==> src/rtl/lzrw_group_packer.sv <==
// Groups literal/copy items GROUP at a time behind a GROUP-bit control word and
// streams each group as LZRW1 bytes (control bytes LSB first, then item bytes).
module lzrw_group_packer #(
   parameter int GROUP    = 16,
   parameter int LEN_W    = 4,
   parameter int OFFSET_W = 12,
   parameter int CNT_W    = 32
) (
   input  logic                i_clock,
   input  logic                i_reset,
   input  logic                i_item_valid,
   output logic                o_item_ready,
   input  logic                i_item_is_copy,
   input  logic [7:0]          i_item_literal,
   input  logic [LEN_W-1:0]    i_item_length,
   input  logic [OFFSET_W-1:0] i_item_offset,
   input  logic                i_flush,
   output logic                o_out_valid,
   input  logic                i_out_ready,
   output logic [7:0]          o_out_data,
   output logic                o_out_last,
   output logic                o_flush_done,
   output logic [CNT_W-1:0]    o_bytes_out,
   output logic [CNT_W-1:0]    o_items_in
);
   localparam int COPY_BYTES = (LEN_W + OFFSET_W) / 8;
   localparam int BUF        = GROUP * COPY_BYTES;
   localparam int CTRL_BYTES = GROUP / 8;
   localparam int PTR_W      = $clog2(BUF + 1);
   localparam int ICW        = $clog2(GROUP + 1);

   typedef enum logic [1:0] {S_COLLECT, S_EMIT_CTRL, S_EMIT_DATA, S_DONE} state_t;

   state_t                    r_state, w_state_nxt;
   logic [7:0]                r_buf [BUF];
   logic [PTR_W-1:0]          r_wr_ptr, r_rd_ptr;
   logic [ICW-1:0]            r_item_cnt;
   logic [GROUP-1:0]          r_ctrl;
   logic                      r_flush_pend, r_flushing;
   logic [CNT_W-1:0]          r_bytes_out, r_items_in;

   logic                      w_accept, w_xfer, w_flush_req, w_ctrl_last, w_data_last;
   logic [ICW-1:0]            w_cnt_next;
   logic [LEN_W+OFFSET_W-1:0] w_copy_word;
   logic [7:0]                w_buf_byte, w_ctrl_byte;

   assign w_accept    = (r_state == S_COLLECT) && i_item_valid;
   assign w_cnt_next  = r_item_cnt + ICW'(w_accept);
   assign w_flush_req = i_flush | r_flush_pend;
   assign w_xfer      = o_out_valid && i_out_ready;
   assign w_ctrl_last = (r_rd_ptr == PTR_W'(CTRL_BYTES - 1));
   assign w_data_last = ((r_rd_ptr + PTR_W'(1)) == r_wr_ptr);
   assign w_copy_word = {i_item_length, i_item_offset};

   // State register
   always_ff @(posedge i_clock) begin
      if (i_reset) r_state <= S_COLLECT;
      else         r_state <= w_state_nxt;
   end

   // Next-state logic
   always_comb begin
      w_state_nxt = r_state;
      case (r_state)
         S_COLLECT: begin
            if (w_accept && (w_cnt_next == ICW'(GROUP)))
               w_state_nxt = S_EMIT_CTRL;
            else if (w_flush_req)
               w_state_nxt = (w_cnt_next != '0) ? S_EMIT_CTRL : S_DONE;
         end
         S_EMIT_CTRL: if (w_xfer && w_ctrl_last) w_state_nxt = S_EMIT_DATA;
         S_EMIT_DATA: if (w_xfer && w_data_last) w_state_nxt = r_flushing ? S_DONE : S_COLLECT;
         default:     w_state_nxt = S_DONE;
      endcase
   end

   // Byte muxes: rd_ptr indexes control bytes first, then the item buffer
   always_comb begin
      w_buf_byte  = 8'h00;
      w_ctrl_byte = 8'h00;
      for (int b = 0; b < BUF; b++)
         if (b == int'(r_rd_ptr)) w_buf_byte = r_buf[b];
      for (int k = 0; k < CTRL_BYTES; k++)
         if (k == int'(r_rd_ptr)) w_ctrl_byte = r_ctrl[k*8 +: 8];
   end

   // Output logic
   always_comb begin
      o_item_ready = (r_state == S_COLLECT);
      o_out_valid  = (r_state == S_EMIT_CTRL) || (r_state == S_EMIT_DATA);
      o_flush_done = (r_state == S_DONE);
      o_out_data   = 8'h00;
      o_out_last   = 1'b0;
      if (r_state == S_EMIT_CTRL) o_out_data = w_ctrl_byte;
      if (r_state == S_EMIT_DATA) begin
         o_out_data = w_buf_byte;
         o_out_last = r_flushing && w_data_last;
      end
   end

   assign o_bytes_out = r_bytes_out;
   assign o_items_in  = r_items_in;

   always_ff @(posedge i_clock) begin
      if (i_reset) begin
         r_wr_ptr     <= '0;
         r_rd_ptr     <= '0;
         r_item_cnt   <= '0;
         r_ctrl       <= '0;
         r_flush_pend <= 1'b0;
         r_flushing   <= 1'b0;
         r_bytes_out  <= '0;
         r_items_in   <= '0;
      end else begin
         if (w_xfer) r_bytes_out <= r_bytes_out + CNT_W'(1);
         case (r_state)
            S_COLLECT: begin
               if (w_accept) begin
                  for (int g = 0; g < GROUP; g++)
                     if (g == int'(r_item_cnt)) r_ctrl[g] <= i_item_is_copy;
                  for (int b = 0; b < BUF; b++) begin
                     if (!i_item_is_copy && b == int'(r_wr_ptr)) r_buf[b] <= i_item_literal;
                     for (int k = 0; k < COPY_BYTES; k++)
                        if (i_item_is_copy && b == int'(r_wr_ptr) + k)
                           r_buf[b] <= w_copy_word[(COPY_BYTES-1-k)*8 +: 8];
                  end
                  r_wr_ptr   <= r_wr_ptr + (i_item_is_copy ? PTR_W'(COPY_BYTES) : PTR_W'(1));
                  r_item_cnt <= w_cnt_next;
                  r_items_in <= r_items_in + CNT_W'(1);
               end
               // A full group also consumes a flush request seen this cycle
               if (w_state_nxt != S_COLLECT) begin
                  r_flushing   <= w_flush_req;
                  r_flush_pend <= 1'b0;
                  r_rd_ptr     <= '0;
               end
            end
            S_EMIT_CTRL: begin
               if (i_flush) r_flush_pend <= 1'b1;
               if (w_xfer) r_rd_ptr <= w_ctrl_last ? '0 : r_rd_ptr + PTR_W'(1);
            end
            S_EMIT_DATA: begin
               if (i_flush) r_flush_pend <= 1'b1;
               if (w_xfer) begin
                  r_rd_ptr <= r_rd_ptr + PTR_W'(1);
                  if (w_data_last && !r_flushing) begin
                     r_ctrl     <= '0;
                     r_wr_ptr   <= '0;
                     r_rd_ptr   <= '0;
                     r_item_cnt <= '0;
                  end
               end
            end
            default: ;
         endcase
      end
   end
endmodule

==> config.mk <==
export PLATFORM = sky130hd
export DESIGN_NAME = lzrw_group_packer
export DESIGN_NICKNAME = d
export VERILOG_FILES = /design/src/rtl/lzrw_group_packer.sv
export SDC_FILE = /design/constraint.sdc
export NUM_CORES = 1
export LEC_CHECK = 0
export CELL_PAD_IN_SITES_DETAIL_PLACEMENT = 0
export CELL_PAD_IN_SITES_GLOBAL_PLACEMENT = 1
export CORE_MARGIN = 5
export CORE_UTILIZATION = 38
export CTS_BUF_LIST = sky130_fd_sc_hd__clkbuf_8
export CTS_CLUSTER_SIZE = 40
export DETAILED_ROUTE_END_ITERATION = 12
export HOLD_SLACK_MARGIN = 0.15
export PLACE_DENSITY = 0.73
export REMOVE_ABC_BUFFERS = 1
export SLEW_MARGIN = 15
export SYNTH_ARGS = -nofsm -noshare
export SYNTH_HDL_FRONTEND = slang
export SYNTH_SLANG_ARGS = --single-unit
==> constraint.sdc <==
create_clock -name i_clock -period 4.11 [get_ports i_clock]
set_input_delay 0.411 -clock i_clock [delete_from_list [all_inputs] [get_ports i_clock]]
set_output_delay 0.411 -clock i_clock [all_outputs]
set_load 0.01 [all_outputs]
==> summary.md <==
| Metric | Value |
|---|---|
| VDD IR max | 0.000238 V |
| Cell taking the most area after synthesis | edfxtp_1 |
| Initial antenna violation count | 0 |
| Period minus WS final | 4090 ps |
| Pin count of the biggest net entering global routing | 76 |
| Clock slew at reported path FFs | 60 ps |
| Starting Density | 38.5% |
| Critical path type | flip-flop to output pin |
| Pre-Repair DR Iteration Count | 6 |
| Vias | 20,121 |
| Distinct cells, synth | 91 |
| RSZ-0062 raised after global routing | yes |
| Asr flop ratio synth | 0% |
| Placed Area | 24,000 um2 |
| R2R Setup Slk | 580 ps |
| Crit-path slowest cell | clkdlybuf4s50_1 |
| Power Dens Cells | 373 nW/um2 |
| Req. time, crit path | 3700 ps |
| Most common flop cell mapped by yosys | edfxtp_1 |
| Die Footprint | 62,300 um2 |
| Register bit total from synthesis | 357 |
| Via/cell ratio | 5.98 |
| Tot GR Track Use | 25.9% |
| Total gr overflow | 0 |
| I/O pin count | 106 |
| CP peak stage delay | 530 ps |
| Critical-path cell list | and4bb_4, and2_2, a221oi_1, a22o_1, a2111oi_1, nor2_1, o41ai_2, buf_4, clkdlybuf4s50_1 |
| Outcome | finished clean |
| Critical path arrival | 3670 ps |
| Diode count | 0 |
| Final max-slew violation count | 0 |
| Mapped Avg Cell Area | 9.00 um2 |
| Hold Vio Cnt, Final | 0 |
| Share of the synthesized area in the top cell type | 35.2% |
| Critical Path End | o_out_data[4] |
| Finish-stage setup viols | 0 |
| Deepest clock path buffer count | 3 |
| Util after Layout | 45.8% |
| Synthesis Warnings | 0 |
| Die Wd | 250 um |
| R2R depth | 13 |
| Vias in the first global route | 19,150 |
| Rows | 87 |
| GPL Wtd Cong | 0.965 |
| DRT iter0 DRCs | 2,317 |
| H-tree level count | 3 |
| Crit share post-route | 99.4% |
| Synthesized cell area | 21,800 um2 |
| Core Region | 56,600 um2 |
| Lkg Pwr | 0.0105 uW |
| Sw Ratio | 33.2% |
| Clk sink count | 357 |
| DR WL/cell | 25.2 um |
| Crit path launch | r_rd_ptr[5]$_SDFFE_PP0P_ |
| Clock share of power | 33.9% |
| Comb pwr share | 23.8% |
| Buffers on Ports | 105 |
| Share of layout cells above drive strength 1 | 14.0% |
| Psw | 3210 uW |
| Crit Path Max Fanout | 10 |
| Design area | 25,900 um2 |
| Antenna-violating nets left | 0 |
| Layout area overhead | 18.8% |
| Die height | 250 um |
| Reg-to-reg startpoint | r_state[0]$_SDFF_PP0_ |
| Root Buffer | clkbuf_8 |
| TritonCTS clock tree | yes |
| HPWL Detailed | 56,200 um |
| Num CTS Buffers | 69 |
| Hold WC Path Type | primary input to flip-flop |
| Worst-margin pin slew | 1140 ps |
| # DRC | 0 |
| Startpoint Class | flip-flop |
| CP Capture Type | output pin |
| Post-Synthesis Cells | 2,424 |
| Worst-Skew Late Latency | 670 ps |
| Max_slew headroom | 22.9% |
| Skew final | 29.7 ps |
| Internal | 6450 uW |
| Synth top area cells | edfxtp_1 (35%), mux2i_1 (12%), dfxtp_1 (9.3%) |
| WL final | 84,700 um |
| R2r endpoint | r_rd_ptr[3]$_SDFFE_PP0P_ |
| Max Cap Viol | 0 |
| Achievable Freq | 245 MHz |
| Nets@finish | 2,600 |
| Part of the power in registers | 42.3% |
| Number of flops mapped to enable cells by yosys | 256 |
| First-pass GRT wire length | 126,000 um |
| Register area share after synthesis | 44.5% |
[cell type report]
| class | instances | area, um2 |
|---|---|---|
| fill | 5531 | 30700 |
| multi-input combinational | 1840 | 11600 |
| sequential | 357 | 9730 |
| timing repair buffer | 260 | 2300 |
| clock buffer | 72 | 991 |
| tap | 756 | 946 |
| clock inverter | 50 | 223 |
| inverter | 27 | 113 |
[cells in the mapped netlist, types with 8 or more instances]
cell type  count
mux2i_1      265
buf_2         17
nand2_1      253
nor2b_1       12
ha_1          14
a221oi_1      15
xnor2_1       24
a21oi_1      260
nand3_1       63
or3_1         27
a221o_1        9
edfxtp_1     256
o221ai_1      17
dfxtp_1      101
inv_1         25
a31oi_1       20
nand2b_1      25
clkbuf_1     171
a22oi_1       19
nor3_1        34
and3_1        14
a211oi_1      10
xor2_1        34
o22ai_1       27
nor2_1       340
and2_1        20
nand4_1       13
o21ai_0      160
mux2_2         8
o211ai_1      12
[layout by cell type (no fill, tap or decap), types with 8 or more instances in the layout]
master           count
a22oi_1             19
edfxtp_1           256
inv_1               47
xor2_1              34
nor2_1             332
a21oi_1            256
a221o_1              9
clkinv_2            12
and3_1              14
clkbuf_8            72
dfxtp_1             95
o21ai_1             17
o21ai_0            144
clkdlybuf4s50_1     99
a221oi_1            10
nand2_1            246
o211ai_1            12
o221ai_1            15
mux2_2               8
ha_1                10
nor3_1              34
nand2b_1            25
nand4_1             13
and2_1              18
o22ai_1             26
nand3_1             62
nor2b_1             11
xnor2_1             24
buf_4              147
a31oi_1             17
nor2_2               8
or3_1               27
mux2i_1            265
[per-stage QoR]
stage	setup slack [ps]	total power, uW	std cells	setup TNS (ps)	hold WS [ps]
after floorplan	232	5280	2224	0	451
after global placement	15.2	6240	3215	0	462
after detailed placement	88.1	6270	3215	0	471
after CTS	-106	9650	3348	-173	420
after global routing	-84.3	10000	3362	-84.3	496
final	24.2	9660	3362	0	477
[power by group through the flow]
stage / Clock, uW / Combinational, uW / Sequential [uW]
2_1_floorplan: 0 / 1160 / 4120
3_3_place_gp: 0 / 2090 / 4150
3_5_place_dp: 0 / 2120 / 4150
4_1_cts: 3320 / 2250 / 4080
5_1_grt: 3490 / 2440 / 4100
6_report: 3270 / 2300 / 4090
[state kept, by name (all words and copies together), names as in the netlist]
register	count
r_state	2
o_bytes_out	32
r_flush_pend	1
r_flushing	1
r_ctrl	16
r_buf	256
r_rd_ptr	6
o_items_in	32
r_item_cnt	5
r_wr_ptr	6
[how the worst min path moves through the flow]
stage / start / end / slack, ps / cells after the start
finish: i_flush / r_flushing$_SDFFE_PP0P_ / 480 / 3
global route: r_ctrl[11]$_SDFFE_PP0P_ / r_ctrl[11]$_SDFFE_PP0P_ / 500 / 2
CTS: i_flush / r_flush_pend$_SDFFE_PP0P_ / 420 / 3
detailed placement: r_ctrl[15]$_SDFFE_PP0P_ / r_ctrl[15]$_SDFFE_PP0P_ / 470 / 2
global placement: r_ctrl[12]$_SDFFE_PP0P_ / r_ctrl[12]$_SDFFE_PP0P_ / 460 / 2
floorplan: r_ctrl[10]$_SDFFE_PP0P_ / r_ctrl[10]$_SDFFE_PP0P_ / 450 / 2
[what timing repair did]
action	in CTS	in global routing
buffers inserted	10	14
resized for setup	80	36
endpoints found under the setup margin	8	6
endpoints found under the hold margin	12	0
hold buffers	1	0
pin swaps	7	13
[worst max-delay path, delay by kind of cell (launching register included)]
family                 cells  cell delay, ps
AOI/OAI and AO/OA          4            1070
buffers and inverters      2             720
DFF                        1             380
and+or+nand+nor            3             840
[cells by family after synthesis]
family                     synth area share, %
xor gates and xnor gates                  2.33
and+or+nand+nor                           18.4
muxes                                     12.6
AOI/OAI and AO/OA                         17.1
buffers and inverters                     4.11
adders and majority gates                0.895
DFF                                       44.5
[per-layer routing]
layer	wire (um)	global-route usage, %
met5	0	0
met4	3010	8.51
met3	6730	4.93
met2	38700	41.5
met1	36200	35.6
Note: power is estimated with default switching activity, not from simulation.
